==> src/rtl/io_bus_pkg.sv <==
// Shared types and constants for the CPU-to-peripheral bus controller.
package io_bus_pkg;

    localparam int ADDR_W = 32;
    localparam int DATA_W = 32;
    localparam int WAIT_W = 4;
    localparam int IDX_W  = 3;

    // Returned on the CPU side whenever an access fails (decode miss or timeout).
    localparam logic [DATA_W-1:0] BUS_ERR_DATA = 32'hDEADBEEF;

    typedef enum logic [1:0] {
        ST_IDLE,
        ST_WAIT,
        ST_ACCESS,
        ST_RESP
    } state_t;

endpackage

==> src/rtl/io_addr_decoder.sv <==
// Address decoder: flags a hit and returns the lowest-numbered matching channel.
module io_addr_decoder
    import io_bus_pkg::*;
#(
    parameter int                        NUM_DEV  = 4,
    parameter logic [NUM_DEV*ADDR_W-1:0] DEV_BASE = '0,
    parameter logic [NUM_DEV*ADDR_W-1:0] DEV_MASK = '0
) (
    input  logic [ADDR_W-1:0] i_addr,
    output logic              o_hit,
    output logic [IDX_W-1:0]  o_idx
);

    // Scan from the highest channel down so the lowest matching index is the last write.
    always_comb begin
        o_hit = 1'b0;
        o_idx = '0;
        for (int i = NUM_DEV - 1; i >= 0; i--) begin
            if ((i_addr & DEV_MASK[i*ADDR_W +: ADDR_W]) ==
                (DEV_BASE[i*ADDR_W +: ADDR_W] & DEV_MASK[i*ADDR_W +: ADDR_W])) begin
                o_hit = 1'b1;
                o_idx = IDX_W'(i);
            end
        end
    end

endmodule

==> src/rtl/io_bus_ctrl.sv <==
// CPU-to-peripheral bus controller: decodes the CPU address, inserts per-channel
// wait states, runs the access with a timeout, and returns a one-cycle response.
module io_bus_ctrl
    import io_bus_pkg::*;
#(
    parameter int                        NUM_DEV  = 4,
    parameter logic [NUM_DEV*ADDR_W-1:0] DEV_BASE = {32'hF0000004, 32'hF0000000, 32'hE0000000, 32'h00000000},
    parameter logic [NUM_DEV*ADDR_W-1:0] DEV_MASK = {32'hFFFFFFFC, 32'hFFFFFFFC, 32'hF0000000, 32'hFFFFF000},
    parameter logic [NUM_DEV*WAIT_W-1:0] DEV_WAIT = 16'h0010,
    parameter int                        TIMEOUT  = 16
) (
    input  logic                      clk,
    input  logic                      rst,
    input  logic                      cpu_req,
    input  logic                      cpu_we,
    input  logic [ADDR_W-1:0]         cpu_addr,
    input  logic [DATA_W-1:0]         cpu_wdata,
    output logic [DATA_W-1:0]         cpu_rdata,
    output logic                      cpu_ready,
    output logic                      cpu_err,
    output logic [NUM_DEV-1:0]        dev_sel,
    output logic [NUM_DEV-1:0]        dev_we,
    output logic [ADDR_W-1:0]         dev_addr,
    output logic [DATA_W-1:0]         dev_wdata,
    input  logic [NUM_DEV*DATA_W-1:0] dev_rdata,
    input  logic [NUM_DEV-1:0]        dev_ack,
    output logic [ADDR_W-1:0]         err_addr
);

    localparam int TO_W = $clog2(TIMEOUT + 1);

    logic               w_hit;
    logic [IDX_W-1:0]   w_idx;
    logic [WAIT_W-1:0]  w_wait;
    logic               w_ack;
    logic [DATA_W-1:0]  w_rdata;

    state_t             r_state;
    logic               r_we;
    logic [IDX_W-1:0]   r_idx;
    logic [WAIT_W-1:0]  r_wcnt;
    logic [TO_W-1:0]    r_tcnt;
    logic [NUM_DEV-1:0] r_sel;
    logic [NUM_DEV-1:0] r_dev_we;
    logic [ADDR_W-1:0]  r_addr;
    logic [DATA_W-1:0]  r_wdata;
    logic [ADDR_W-1:0]  r_err_addr;
    logic [DATA_W-1:0]  r_rdata;
    logic               r_ready;
    logic               r_err;

    function automatic logic [NUM_DEV-1:0] onehot(input logic [IDX_W-1:0] idx);
        onehot = '0;
        for (int i = 0; i < NUM_DEV; i++) begin
            if (idx == IDX_W'(i)) onehot[i] = 1'b1;
        end
    endfunction

    io_addr_decoder #(
        .NUM_DEV  (NUM_DEV),
        .DEV_BASE (DEV_BASE),
        .DEV_MASK (DEV_MASK)
    ) u_dec (
        .i_addr (cpu_addr),
        .o_hit  (w_hit),
        .o_idx  (w_idx)
    );

    // Per-channel muxes: wait count for the decoded channel, ack/rdata for the latched one.
    always_comb begin
        w_wait  = '0;
        w_ack   = 1'b0;
        w_rdata = '0;
        for (int i = 0; i < NUM_DEV; i++) begin
            if (w_idx == IDX_W'(i)) w_wait = DEV_WAIT[i*WAIT_W +: WAIT_W];
            if (r_idx == IDX_W'(i)) begin
                w_ack   = dev_ack[i];
                w_rdata = dev_rdata[i*DATA_W +: DATA_W];
            end
        end
    end

    // Access sequencer with registered CPU and device-side outputs.
    always_ff @(posedge clk) begin
        if (rst) begin
            r_state    <= ST_IDLE;
            r_we       <= 1'b0;
            r_idx      <= '0;
            r_wcnt     <= '0;
            r_tcnt     <= '0;
            r_sel      <= '0;
            r_dev_we   <= '0;
            r_addr     <= '0;
            r_wdata    <= '0;
            r_err_addr <= '0;
            r_rdata    <= '0;
            r_ready    <= 1'b0;
            r_err      <= 1'b0;
        end else begin
            r_ready <= 1'b0;
            case (r_state)
                ST_IDLE: begin
                    if (cpu_req) begin
                        if (w_hit) begin
                            r_addr  <= cpu_addr;
                            r_wdata <= cpu_wdata;
                            r_we    <= cpu_we;
                            r_idx   <= w_idx;
                            if (w_wait != '0) begin
                                r_wcnt  <= w_wait - WAIT_W'(1);
                                r_state <= ST_WAIT;
                            end else begin
                                r_tcnt   <= '0;
                                r_sel    <= onehot(w_idx);
                                r_dev_we <= cpu_we ? onehot(w_idx) : '0;
                                r_state  <= ST_ACCESS;
                            end
                        end else begin
                            r_ready    <= 1'b1;
                            r_err      <= 1'b1;
                            r_rdata    <= BUS_ERR_DATA;
                            r_err_addr <= cpu_addr;
                            r_state    <= ST_RESP;
                        end
                    end
                end
                ST_WAIT: begin
                    if (r_wcnt == '0) begin
                        r_tcnt   <= '0;
                        r_sel    <= onehot(r_idx);
                        r_dev_we <= r_we ? onehot(r_idx) : '0;
                        r_state  <= ST_ACCESS;
                    end else begin
                        r_wcnt <= r_wcnt - WAIT_W'(1);
                    end
                end
                ST_ACCESS: begin
                    if (w_ack) begin
                        r_sel    <= '0;
                        r_dev_we <= '0;
                        r_ready  <= 1'b1;
                        r_err    <= 1'b0;
                        r_rdata  <= r_we ? '0 : w_rdata;
                        r_state  <= ST_RESP;
                    end else if (r_tcnt == TO_W'(TIMEOUT - 1)) begin
                        r_sel      <= '0;
                        r_dev_we   <= '0;
                        r_ready    <= 1'b1;
                        r_err      <= 1'b1;
                        r_rdata    <= BUS_ERR_DATA;
                        r_err_addr <= r_addr;
                        r_state    <= ST_RESP;
                    end else begin
                        r_tcnt <= r_tcnt + TO_W'(1);
                    end
                end
                ST_RESP: begin
                    r_state <= ST_IDLE;
                end
                default: begin
                    r_state <= ST_IDLE;
                end
            endcase
        end
    end

    assign cpu_ready = r_ready;
    assign cpu_err   = r_err;
    assign cpu_rdata = r_rdata;
    assign dev_sel   = r_sel;
    assign dev_we    = r_dev_we;
    assign dev_addr  = r_addr;
    assign dev_wdata = r_wdata;
    assign err_addr  = r_err_addr;

endmodule

==> config.mk <==
export PLATFORM = sky130hd
export DESIGN_NAME = io_bus_ctrl
export DESIGN_NICKNAME = d
export VERILOG_FILES = /design/src/rtl/io_bus_pkg.sv /design/src/rtl/io_addr_decoder.sv /design/src/rtl/io_bus_ctrl.sv
export SDC_FILE = /design/constraint.sdc
export NUM_CORES = 1
export LEC_CHECK = 0
export BUFFER_PORTS_ARGS = -buffer_cell sky130_fd_sc_hd__buf_2
export CORE_MARGIN = 10
export CORE_UTILIZATION = 48
export CTS_CLUSTER_DIAMETER = 200
export DETAILED_ROUTE_END_ITERATION = 10
export GPL_ROUTABILITY_DRIVEN = 0
export PLACE_DENSITY = 0.88
export SYNTH_ARGS = -nofsm -noshare
export SYNTH_HDL_FRONTEND = slang
export SYNTH_SLANG_ARGS = --single-unit
==> constraint.sdc <==
create_clock -name clk -period 3.01 [get_ports clk]
set_clock_uncertainty 0.05 [all_clocks]
set_input_delay 0 -clock clk [delete_from_list [all_inputs] [get_ports clk]]
set_output_delay 0 -clock clk [all_outputs]
set_load 0.03 [all_outputs]
==> impl_results.md <==
- Area Overhead vs Synth: 39.3%
- CP required: ~3200 ps
- Pleak: ~0.0047 uW
- CTS tree: done
- Cell Pwr Density: 793 mW/mm^2
- Setup TNS: 0 ps
- Synthesized area: a little under 0.008 sq mm
- Final nets: about 1.4k
- DRC: 0
- HPWL after DPL: between 15,000 and 20,000 um
- Num rows: 46
- Util after Layout: 0.678
- Port Buffers: 337
- GRT overflow: 0
- Crit path launch type: flip-flop
- Die area: approximately 0.022 sq mm
- Status: finished, final reports clean
- Worst rel slew slack: 0.458
- IO Pins: between 300 and 400
- Post-synth EDFFs: 0
- Die height: about 150 um
- Crit-path max FO: 31
- CTS H-tree depth: 4
- Synthesis warning total: 0
- Slew Limit Fails: 0
- Final Hold Fails: 0
- Vias in the first global route: roughly 8.3k
- Tcrit/Tclk final: 0.912
- Number of setup violations in the final report: 0
- WL/cell: 20.1 um
- Max Root-Sink Buffers: 2
- Share of layout cells above drive strength 1: 0.394
- Crit. End Element: flip-flop
- CTS sink count: between 150 and 200
- DRT iter0 DRCs: about 640
- GRT Overall Usage: 0.257
- Fin crit period: about 2700 ps
- Least-Margin Pin Slew: around 800 ps
- Avg Inst Size Synth: ~9.2 sq um
- Initial DRT Pass Iterations: 5
- First-pass GRT wire length: around 45,000 um
- Core ar.: about 0.016 sq mm
- Fin worst setup slack: ~260 ps
- Crit path kind: flip-flop to flip-flop
- Vias/cell: approximately 5.6
- Max Fclk: 0.364 GHz
- Initial Utilization: 0.487
- DRT Wirelength: a little under 30,000 um
- Non-Filler Instances: approximately 1.4k
- Crit path arrival time: around 3000 ps
- Pre-CTS WS: between 300 and 400 ps
- CTS buffer count: 17
- Worst R2R Setup Slack: approximately 260 ps
- Synth unique cells: between 50 and 60
- Fraction of registers with async set/reset: 0
- Die width: around 150 um
- Max cap viols: 0
- Unrepaired setup endpoints after global routing: no
- Number of synthesized register bits: ~150
- Largest net degree at the start of global routing: 61
- Hold crit path type: input pin to flip-flop
- Mapped Cells: about 830
- Placed cells: 1,335
- Syn_nets: around 1.0k
- Worst VDD drop: between 0.5 and 0.6 mV
- Worst skew pair latency: between 400 and 500 ps
- Clk slew on worst S/H paths: roughly 70 ps
- Initial antenna violation count: 2
- Routed Antenna Nets: 0
- CTS Root Cell: clkbuf_16
- Vias: 8,071
- Sequential share of the synthesized area: 0.395
- Post-CTS Setup Repair Bufs: 0
- Prevailing post-synth register cell: dfxtp_1
==> registers in the layout, summed over array words and instances (netlist names) <==
signal / cells
err_addr: 32
r_state: 2
r_we: 1
r_wcnt: 4
r_idx: 2
dev_wdata: 32
dev_we: 4
cpu_err: 1
cpu_rdata: 32
dev_addr: 32
dev_sel: 4
r_tcnt: 5
cpu_ready: 1
==> metrics by stage <==
step | cell area (sq um) | power [uW] | hold slack (ps)
6_report | 10700 | 8510 | 28.3
5_1_grt | 10700 | 8900 | 43.4
4_1_cts | 10700 | 8480 | 11.2
3_5_place_dp | 9460 | 6180 | 196
3_3_place_gp | 9460 | 6100 | 189
2_1_floorplan | 7700 | 5280 | 86.0
==> cell usage after synthesis, drive strengths merged (2+ instances only) <==
cell / instances / area (sq um)
nand4: 4 / 31.3
o211ai: 2 / 28.8
nor2b: 3 / 18.8
a211oi: 11 / 118
mux2: 31 / 349
dfxtp: 152 / 3040
a21oi: 79 / 395
mux2i: 41 / 410
and2: 3 / 18.8
ha: 7 / 87.6
nand3b: 2 / 15.0
nor3: 5 / 25.0
o2111ai: 3 / 26.3
a2bb2oi: 2 / 17.5
mux4: 33 / 743
o32a: 2 / 20.0
o41ai: 3 / 26.3
o22a: 2 / 17.5
and3: 4 / 25.0
o21ai: 7 / 35.0
o221a: 24 / 270
nor2: 17 / 63.8
a31oi: 8 / 50.1
nand2b: 31 / 194
buf: 28 / 204
inv: 9 / 33.8
nor4: 7 / 81.3
o31ai: 5 / 37.5
nand2: 216 / 811
o21a: 2 / 15.0
clkbuf: 43 / 161
nand3: 29 / 145
o22ai: 2 / 12.5
==> cells in the final DEF (no fill, tap or decap), types with 4 or more instances in the layout <==
cell type,synthesis,routed
nor2_1,17,16
nor3_1,5,5
o221a_1,21,21
ha_1,7,6
mux2_2,31,31
inv_6,0,4
nand2b_1,31,31
a31oi_1,8,8
nand3_1,29,29
a211oi_1,4,4
dfxtp_1,152,150
a211oi_2,7,7
dlygate4sd3_1,0,66
and3_1,4,4
nand2_1,216,216
mux4_2,33,33
mux2i_1,41,41
clkbuf_16,0,17
o21ai_0,6,6
nor4_2,6,6
o31ai_1,5,5
buf_2,10,336
a21oi_1,79,79
inv_1,8,8
buf_4,3,21
==> area by class of cell <==
cell class	instances	area [sq um]
tap	216	270
fill	1155	5100
clock buffer	19	443
timing repair buffer	423	2500
clock inverter	13	166
inverter	9	33.8
multi-input combinational	601	4270
sequential	152	3050
antenna	2	5.00
==> power by group <==
part / internal (uW) / switching [uW]
sequential: 2400 / 216
clock: 1340 / 898
combinational: 1330 / 2320
==> worst max-delay path, stage by stage (launching register included) <==
cell and delay, ps:
dfxtp_1 330, inv_1 120, ha_1 500, nand2_1 250, a2111o_2 770, buf_4 340, nand2_1 130, a21oi_1 90
==> cell families after synthesis <==
group           count (synthesis)  share of synthesized area
simple gates                  325                      0.190
mux                           105                      0.195
fa+ha+maj                       7                     0.0114
buf+inv                        80                     0.0518
compound gates                164                      0.157
flops                         152                      0.395
==> final timing paths <==
kind,start,to,depth (start not counted)
worst max-delay path,r_state[1]$_SDFFE_PP0P_,dev_addr[20]$_SDFFE_PP0P_,7
worst min-delay path,dev_rdata[22],cpu_rdata[22]$_SDFFE_PP0P_,4
worst max register to register,r_state[1]$_SDFFE_PP0P_,dev_addr[20]$_SDFFE_PP0P_,7
worst min register to register,cpu_err$_SDFFE_PP0P_,cpu_err$_SDFFE_PP0P_,2
==> per-layer routing <==
metal  vias to the layer above  routed length [um]  GRT usage
met4                         0                1240      0.122
met5                         -                   0          0
li1                       3733                   -          -
met1                      3787               10600      0.281
met3                        82                2760     0.0875
met2                       469               14200      0.439
==> what timing repair did <==
| action | CTS | global route |
|---|---|---|
| hold buffers | 66 | 0 |
| gates resized for setup | 0 | 0 |
| hold endpoints to repair | 92 | 0 |
Power figures use the tool's default switching activity.
